[config.mk]
export PLATFORM = sky130hd
export DESIGN_NAME = serial_acc_alu
export DESIGN_NICKNAME = d
export VERILOG_FILES = /design/src/rtl/serial_acc_alu.sv
export SDC_FILE = /design/constraint.sdc
export NUM_CORES = 1
export LEC_CHECK = 0
export CAP_MARGIN = 20
export CELL_PAD_IN_SITES_DETAIL_PLACEMENT = 1
export CELL_PAD_IN_SITES_GLOBAL_PLACEMENT = 1
export CORE_MARGIN = 2
export CORE_UTILIZATION = 40
export CTS_CLUSTER_DIAMETER = 200
export DETAILED_ROUTE_END_ITERATION = 6
export HOLD_SLACK_MARGIN = 0.12
export PLACE_DENSITY_LB_ADDON = 0.1
export SLEW_MARGIN = 20
export SYNTH_ARGS = -nofsm -noshare
export SYNTH_HDL_FRONTEND = slang
export SYNTH_SLANG_ARGS = --single-unit
[constraint.sdc]
create_clock -name clk -period 2.7 [get_ports clk]
set_clock_uncertainty 0.1 [all_clocks]
set_input_delay 0.54 -clock clk [delete_from_list [all_inputs] [get_ports clk]]
set_output_delay 0.54 -clock clk [all_outputs]
set_load 0.1 [all_outputs]
[src/rtl/serial_acc_alu.sv]
`default_nettype none
// ============================================================================
// Module  : serial_acc_alu
// Purpose : Bit-serial accumulator ALU. It adds or subtracts an operand, LSB
//           first, using one full-adder stage over WIDTH cycles.
// Rev     : 1.0  initial release
// ============================================================================
module serial_acc_alu #(
  parameter int WIDTH = 8
) (
  input  logic             clk,
  input  logic             rst,
  input  logic             start,
  input  logic             op_sub,
  input  logic             load,
  input  logic [WIDTH-1:0] operand,
  output logic [WIDTH-1:0] acc,
  output logic             busy,
  output logic             done,
  output logic             carry_flag,
  output logic             ovf_flag,
  output logic             zero_flag
);

  localparam int CW = (WIDTH > 2) ? $clog2(WIDTH) : 1;
  localparam logic [CW-1:0] c_cnt_one  = CW'(1);
  localparam logic [CW-1:0] c_cnt_last = CW'(WIDTH - 1);

  typedef enum logic [0:0] {
    S_IDLE = 1'b0,
    S_RUN  = 1'b1
  } state_t;

  state_t           r_state, w_state_nxt;
  logic [WIDTH-1:0] r_acc, w_acc_nxt;
  logic [WIDTH-1:0] r_b, w_b_nxt;
  logic [CW-1:0]    r_cnt, w_cnt_nxt;
  logic             r_carry, w_carry_nxt;
  logic             r_sub, w_sub_nxt;
  logic             r_a_msb, w_a_msb_nxt;
  logic             r_b_msb, w_b_msb_nxt;
  logic             r_done, w_done_nxt;
  logic             r_cf, w_cf_nxt;
  logic             r_of, w_of_nxt;
  logic             r_zf, w_zf_nxt;

  // One full-adder stage. Subtraction inverts B and seeds the carry with 1.
  logic             w_bit_b, w_s, w_cout;
  logic [WIDTH-1:0] w_rot;
  assign w_bit_b = r_b[0] ^ r_sub;
  assign w_s     = r_acc[0] ^ w_bit_b ^ r_carry;
  assign w_cout  = (r_acc[0] & w_bit_b) | ((r_acc[0] ^ w_bit_b) & r_carry);
  assign w_rot   = {w_s, r_acc[WIDTH-1:1]};

  always_comb begin
    w_state_nxt = r_state;
    w_acc_nxt   = r_acc;
    w_b_nxt     = r_b;
    w_cnt_nxt   = r_cnt;
    w_carry_nxt = r_carry;
    w_sub_nxt   = r_sub;
    w_a_msb_nxt = r_a_msb;
    w_b_msb_nxt = r_b_msb;
    w_done_nxt  = 1'b0;
    w_cf_nxt    = r_cf;
    w_of_nxt    = r_of;
    w_zf_nxt    = r_zf;
    case (r_state)
      S_IDLE: begin
        if (load) begin
          w_acc_nxt = operand;
          w_cf_nxt  = 1'b0;
          w_of_nxt  = 1'b0;
          w_zf_nxt  = (operand == '0);
        end else if (start) begin
          w_b_nxt     = operand;
          w_sub_nxt   = op_sub;
          w_carry_nxt = op_sub;
          w_cnt_nxt   = '0;
          w_a_msb_nxt = r_acc[WIDTH-1];
          w_b_msb_nxt = operand[WIDTH-1] ^ op_sub;
          w_state_nxt = S_RUN;
        end
      end
      S_RUN: begin
        w_acc_nxt   = w_rot;
        w_b_nxt     = r_b >> 1;
        w_carry_nxt = w_cout;
        w_cnt_nxt   = r_cnt + c_cnt_one;
        if (r_cnt == c_cnt_last) begin
          w_state_nxt = S_IDLE;
          w_done_nxt  = 1'b1;
          w_cf_nxt    = w_cout;
          w_zf_nxt    = (w_rot == '0);
          w_of_nxt    = (r_a_msb == r_b_msb) && (w_s != r_a_msb);
        end
      end
      default: w_state_nxt = S_IDLE;
    endcase
  end

  always_ff @(posedge clk) begin
    if (rst) begin
      r_state <= S_IDLE;
      r_acc   <= '0;
      r_b     <= '0;
      r_cnt   <= '0;
      r_carry <= 1'b0;
      r_sub   <= 1'b0;
      r_a_msb <= 1'b0;
      r_b_msb <= 1'b0;
      r_done  <= 1'b0;
      r_cf    <= 1'b0;
      r_of    <= 1'b0;
      r_zf    <= 1'b1;
    end else begin
      r_state <= w_state_nxt;
      r_acc   <= w_acc_nxt;
      r_b     <= w_b_nxt;
      r_cnt   <= w_cnt_nxt;
      r_carry <= w_carry_nxt;
      r_sub   <= w_sub_nxt;
      r_a_msb <= w_a_msb_nxt;
      r_b_msb <= w_b_msb_nxt;
      r_done  <= w_done_nxt;
      r_cf    <= w_cf_nxt;
      r_of    <= w_of_nxt;
      r_zf    <= w_zf_nxt;
    end
  end

  assign acc        = r_acc;
  assign busy       = (r_state == S_RUN);
  assign done       = r_done;
  assign carry_flag = r_cf;
  assign ovf_flag   = r_of;
  assign zero_flag  = r_zf;

endmodule
`default_nettype wire

==> results of run 1 <==
## power breakdown
part | switching (W) | internal, W | total (W)
clock network | 0.000130 | 0.0000828 | 0.000213
logic | 0.000154 | 0.0000833 | 0.000237
registers | 0.0000243 | 0.000440 | 0.000465
## per-stage QoR
step	util [%]	power (W)	worst slack, ps
final	51.4	0.000915	696
after global routing	51.4	0.000958	607
after CTS	51.4	0.000924	673
after detailed placement	50.2	0.000712	650
after global placement	50.2	0.000707	667
after floorplan	-	0.000645	300
## path summary, 6_finish.rpt
check | to | slack, ps | depth (start not counted)
hold / removal | ovf_flag | 380 | 2
hold reg to reg | ovf_flag | 380 | 2
setup / recovery | busy | 700 | 1
setup reg to reg | ovf_flag | 830 | 5
## metal layers
metal | routed length, µm | global-route usage [%] | vias up
met5 | 0 | 0 | -
met4 | 12 | 2.80 | 0
met3 | 123 | 4.41 | 2
met2 | 1620 | 36.2 | 20
met1 | 1460 | 25.1 | 528
li1 | - | - | 534
## cell families after synthesis
logic type / count (synthesis)
simple gates: 50
compound gates: 26
flops: 28
mux: 19
xor+xnor: 2
fa+ha+maj: 3
buf+inv: 13
## cell usage in the layout (no fill, tap or decap)
cell type,instances
sky130_fd_sc_hd__a211oi_1,11
sky130_fd_sc_hd__a21o_1,1
sky130_fd_sc_hd__a21oi_1,12
sky130_fd_sc_hd__a2bb2oi_1,1
sky130_fd_sc_hd__and2_1,1
sky130_fd_sc_hd__buf_4,16
sky130_fd_sc_hd__clkbuf_4,3
sky130_fd_sc_hd__clkbuf_8,1
sky130_fd_sc_hd__clkdlybuf4s50_1,12
sky130_fd_sc_hd__dfxtp_1,28
sky130_fd_sc_hd__fa_1,1
sky130_fd_sc_hd__ha_1,2
sky130_fd_sc_hd__inv_1,3
sky130_fd_sc_hd__inv_2,1
sky130_fd_sc_hd__mux2_2,7
sky130_fd_sc_hd__mux2i_1,12
sky130_fd_sc_hd__nand2_1,18
sky130_fd_sc_hd__nand2b_1,2
sky130_fd_sc_hd__nand3_1,2
sky130_fd_sc_hd__nand3b_1,2
sky130_fd_sc_hd__nand4_1,2
sky130_fd_sc_hd__nor2_1,13
sky130_fd_sc_hd__nor2b_1,2
sky130_fd_sc_hd__nor2b_4,1
sky130_fd_sc_hd__nor3_1,1
sky130_fd_sc_hd__nor3b_2,1
sky130_fd_sc_hd__nor4_1,3
sky130_fd_sc_hd__nor4b_1,1
sky130_fd_sc_hd__o21ai_0,1
sky130_fd_sc_hd__or3_1,1
sky130_fd_sc_hd__xnor2_1,2
## final cells by class
type	count	area [µm²]	area share, %
well taps	44	55.1	3.48
clock buffers	4	36.3	2.29
multi-input cells	100	676	42.7
repair buffers	28	240	15.2
flip-flops and latches	28	561	35.4
inverters	4	15.0	0.949
## worst min-delay path: cells and delay by family, from the launching register on
family          cells  cell delay, ps
compound gates      1              50
simple gates        1              50
flops               1             340
==> reports/summary.md, run 1 <==
### Placement
* 0.718 — global placer's final weighted congestion
* 204 — cell count after placement
* 25 — Port Buffers
* 2320 µm — HPWL after detailed placement
* 1550 µm² — Area after DPL

### Critical path
* 2060 ps — Crit path required time
* output pin — CP Capture Type
* flop to output pin — critical path class
* 640 ps — delay of the slowest cell on the worst path
* 1360 ps — data arrival time at the worst-slack endpoint
* buf_4 — chain of cells forming the critical path
* 1 — combined buffer and inverter count along the critical path
* sky130_fd_sc_hd__dfxtp_1 — Max stage delay cell, worst path
* flop — CP Launch Type
* r_b[0] — startpoint of the lowest-slack register-to-register path
* busy — launch point of the critical path
* flip-flops — CP delay by family, top
* 12 — maximum fanout encountered on the critical timing path

### Timing
* 0 — # setup viols final
* 380 ps — worst hold margin
* 499 MHz — Max Clk Rate
* 511 ps — Worst Max-Slew Pin Slew
* 0 — final hold violation count
* false — unrepaired setup endpoints after global routing
* 2000 ps — final critical delay including setup and external delays
* 65.9% — relative slew slack
* 74.2% — period utilisation layout
* 0 — number of pins with negative max-slew slack in the final report
* 0 ps — setup total negative slack

### Die
* 3730 µm² — area of the die
* 61.0 µm — Vert. Die Dim
* 42.3% — Initial Utilization
* 26 — total I/O pin count
* 3080 µm² — placeable core area
* 61.0 µm — die width
* 20 — Rows

### Logic synthesis
* 9.23 µm² — synthesized area divided by synthesized cell count
* simple AND/OR/NAND/NOR gates — dominant combinational cell family by area after synthesis
* 43.1% — post-synth top area share
* 1300 µm² — netlist area before placement
* 31 — unique cell type count in the Yosys netlist
* 157 — Post-Synthesis Net Count
* 1.35% — xor/xnor share of the synthesized area
* sky130_fd_sc_hd__dfxtp_1, sky130_fd_sc_hd__mux2i_1, sky130_fd_sc_hd__a211oi_1 — most area-consuming cells after synthesis
* 0 — yosys warns
* 15.3% — share of synthesized area spent on multiplexers
* 3.46% — Synth Area in Adders
* 12.6% — compound-cell area share of the yosys netlist
* sky130_fd_sc_hd__dfxtp_1, sky130_fd_sc_hd__nand2_1, sky130_fd_sc_hd__nor2_1 — top cells by count, synth
* 0 — EDFF count, synth
* 19.2% — Post-Synth Simple-Gate Area
* 0% — post-synthesis async set-or-reset flop share
* 43.1% — sequential-to-total area share from yosys stat
* 141 — Gate Count Post-Synth
* 28 — number of storage elements in the synthesis netlist
* sky130_fd_sc_hd__dfxtp_1 — flip-flop cell with the highest count after synthesis
* sky130_fd_sc_hd__dfxtp_1 — leading cell type by number of instances after synthesis
* sky130_fd_sc_hd__dfxtp_1 — cell type contributing the most total cell area after synthesis

### Drt
* 15.5 µm — detail-routed net length per standard cell
* 5.21 — Via-to-Cell Ratio
* 2 — number of iterations in the first detailed-routing pass
* 3220 µm — total length of routed wires
* 39 — number of DRC markers in iteration 0
* 0 — remaining antenna violation count after routing
* 1084 — total vias in the final route
* 0 — total DRC errors in the routed layout

### Power and ir drop
* 0.608 nW — Lkg Pwr
* 0.000270 V — Max IR drop VDD
* 578 nW/µm² — power per cell area

### Clock tree
* sky130_fd_sc_hd__clkbuf_4 — Clock Tree Root
* 340 ps — later-pin clock latency in the skew report
* built — TritonCTS clock tree
* 150 ps — clock input transition at the sequential cells of the worst setup and hold paths
* 1 — total number of H-tree levels
* 28 — clk sinks
* 0 — buffers inserted by post-CTS timing repair
* 0 — quantity of hold-fixing buffers added after cts
* 2 — maximum clock path buffer count
* 3 — number of buffers inserted during clock tree synthesis
* 0 — quantity of gates resized following cts

### Layout
* 21.6% — area delta synth->final
* 0 — Ant. Diodes
* 208 — final instance count without filler cells
* 18.3% — proportion of layout cells with a drive suffix above 1
* 383 — fill cell total of the finished layout
* 181 — Final #Nets
* 1580 µm² — final standard cell area without fillers

### Outcome
* finished, final reports clean — run status

### Global route
* 20.1% — GRT Util Overall
* 0 — initial antenna violation count
* 5660 µm — wire length of the first global-routing pass
* 26 — pin count of the biggest net entering global routing
* 0 — leftover overflow at the end of global routing
* 1161 — via count of the first global-routing pass

### Hold path
* ovf_flag — source of the worst hold timing path
* flop to flop — min-delay worst type

### Flow run
* 0 — Max Cap Viol

No activity file was read; power rests on OpenSTA's default activity.
==> run 2: changes to the inputs <==
--- a/config.mk
+++ b/config.mk
@@ -9,7 +9,7 @@
 export CELL_PAD_IN_SITES_DETAIL_PLACEMENT = 1
 export CELL_PAD_IN_SITES_GLOBAL_PLACEMENT = 1
 export CORE_MARGIN = 2
-export CORE_UTILIZATION = 40
+export CORE_UTILIZATION = 34
 export CTS_CLUSTER_DIAMETER = 200
 export DETAILED_ROUTE_END_ITERATION = 6
 export HOLD_SLACK_MARGIN = 0.12
==> constraint.sdc (replaced) <==
create_clock -name clk -period 1.65 [get_ports clk]
set_clock_uncertainty 0.1 [all_clocks]
set_input_delay 0.33 -clock clk [delete_from_list [all_inputs] [get_ports clk]]
set_output_delay 0.33 -clock clk [all_outputs]
set_load 0.1 [all_outputs]
==> reports/summary.md, run 2 (synthesis results as in run 1) <==
### Outcome
* finished, violations left — run status
* setup timing — violated checks

### Clock tree
* 0 — buffers inserted by post-CTS timing repair
* 3 — number of buffers inserted during clock tree synthesis
* 28 — clk sinks
* 0 — quantity of hold-fixing buffers added after cts
* sky130_fd_sc_hd__clkbuf_8 — Clock Tree Root
* 2 — maximum clock path buffer count
* 270 ps — later-pin clock latency in the skew report
* 1 — total number of H-tree levels
* 90 ps — clock input transition at the sequential cells of the worst setup and hold paths
* built — TritonCTS clock tree

### Timing
* 103% — period utilisation layout
* -48.6 ps — min setup slack post-route
* 417 ps — Worst Max-Slew Pin Slew
* true — unrepaired setup endpoints after global routing
* 0 — number of pins with negative max-slew slack in the final report
* 589 MHz — Max Clk Rate
* 1 — # setup viols final
* 72.1% — relative slew slack
* 1700 ps — final critical delay including setup and external delays
* 0 — final hold violation count

### Critical path
* flop — CP Capture Type
* flop — CP Launch Type
* 1760 ps — Crit path required time
* flop to flop — critical path class
* 1810 ps — data arrival time at the worst-slack endpoint
* 2 — maximum fanout encountered on the critical timing path

### Layout
* 26.3% — proportion of layout cells with a drive suffix above 1
* sky130_fd_sc_hd__dfxtp_1 — leading cell type in the layout, fill and taps excluded
* sky130_fd_sc_hd__dfxtp_1, sky130_fd_sc_hd__nand2_1, sky130_fd_sc_hd__buf_12, sky130_fd_sc_hd__nor2_1 — leading cell types in the layout, fill and taps excluded
* 420 — fill cell total of the finished layout
* 44.5% — area delta synth->final
* 0 — Ant. Diodes
* 188 — Final #Nets
* 51.4% — Util after Layout

### Hold path
* flop to flop — min-delay worst type

### Flow run
* 0 — Max Cap Viol

### Global route
* 5810 µm — wire length of the first global-routing pass
* 1203 — via count of the first global-routing pass
* 17.1% — GRT Util Overall
* 0 — leftover overflow at the end of global routing
* 26 — pin count of the biggest net entering global routing
* 0 — initial antenna violation count

### Die
* 3660 µm² — placeable core area
* 22 — Rows
* 65.9 µm — Vert. Die Dim
* 65.9 µm — die width
* 4340 µm² — area of the die
* 35.5% — Initial Utilization
* 26 — total I/O pin count

### Placement
* 25 — Port Buffers
* 0.748 — global placer's final weighted congestion
* 2490 µm — HPWL after detailed placement
* -134 ps — Place WS

### Drt
* 37 — number of DRC markers in iteration 0
* 4 — number of iterations in the first detailed-routing pass
* 5.10 — Via-to-Cell Ratio
* 3310 µm — total length of routed wires
* 1117 — total vias in the final route
* 0 — remaining antenna violation count after routing
* 0 — total DRC errors in the routed layout
* 15.1 µm — detail-routed net length per standard cell

### Power and ir drop
* 0.716 nW — Lkg Pwr
* 886 nW/µm² — power per cell area
* 0.000392 V — Max IR drop VDD

-- run 2: cell count changes in the layout (fill, tap and decap cells not counted), sizes merged --
| cell | previous run | this run |
|---|---|---|
| buf | 16 | 23 |
-- run 2: final cells by class --
type / count / area, µm² / area share, %
clock buffer: 4 / 55.1 / 2.93
inverter: 4 / 15.0 / 0.798
multi-input combinational: 100 / 702 / 37.3
sequential: 28 / 568 / 30.2
tap: 48 / 60.1 / 3.19
timing repair buffer: 35 / 480 / 25.5
-- run 2: final timing paths --
check	from	end	slack, ps	cells after the start
min	r_cnt[2]	r_cnt[2]	390	2
max	r_b[0]	ovf_flag	-50	5
max reg2reg	r_b[0]	ovf_flag	-50	5
min reg2reg	r_cnt[2]	r_cnt[2]	390	2
-- run 2: critical path, cell delays in order (launching register included) --
cell and delay [ps]:
sky130_fd_sc_hd__dfxtp_2 350, sky130_fd_sc_hd__xnor2_2 160, sky130_fd_sc_hd__fa_1 440, sky130_fd_sc_hd__or3_1 310
sky130_fd_sc_hd__a21o_1 190, sky130_fd_sc_hd__a21oi_2 100
-- run 2: report_power, final --
part / internal (W) / total [W] / leakage (nW) / switching (W)
Combinational: 0.000217 / 0.000476 / 0.456 / 0.000259
Sequential: 0.000720 / 0.000774 / 0.232 / 0.0000535
Clock: 0.000213 / 0.000417 / 0.0288 / 0.000204
Total: 0.00115 / 0.00167 / 0.716 / 0.000516
-- run 2: timing repair --
item / 4_1_cts / 5_1_grt
pin swaps: 3 / 2
resized for setup: 4 / 1
endpoints found under the setup margin: 1 / 2
-- run 2: per-stage QoR --
stage | cells | TNS, ps | hold WS (ps) | power [W] | cell area (µm²)
finish | 219 | -48.6 | 392 | 0.00167 | 1880
floorplan | 141 | -186 | 364 | 0.00106 | 1310
detailed placement | 215 | -1590 | 379 | 0.00125 | 1800
CTS | 219 | -76.2 | 395 | 0.00169 | 1880
global route | 219 | -152 | 417 | 0.00176 | 1880
global placement | 215 | -1160 | 372 | 0.00125 | 1800
-- run 2: routing by layer --
| layer | GRT usage, % | vias up | share of wire [%] | wire, µm |
|---|---|---|---|---|
| li1 | - | 559 | - | - |
| met1 | 22.0 | 535 | 47 | 1550 |
| met2 | 30.4 | 23 | 49 | 1630 |
| met3 | 2.90 | 0 | 4.0 | 131 |
| met4 | 2.34 | 0 | 0 | 0 |
| met5 | 0 | - | 0 | 0 |
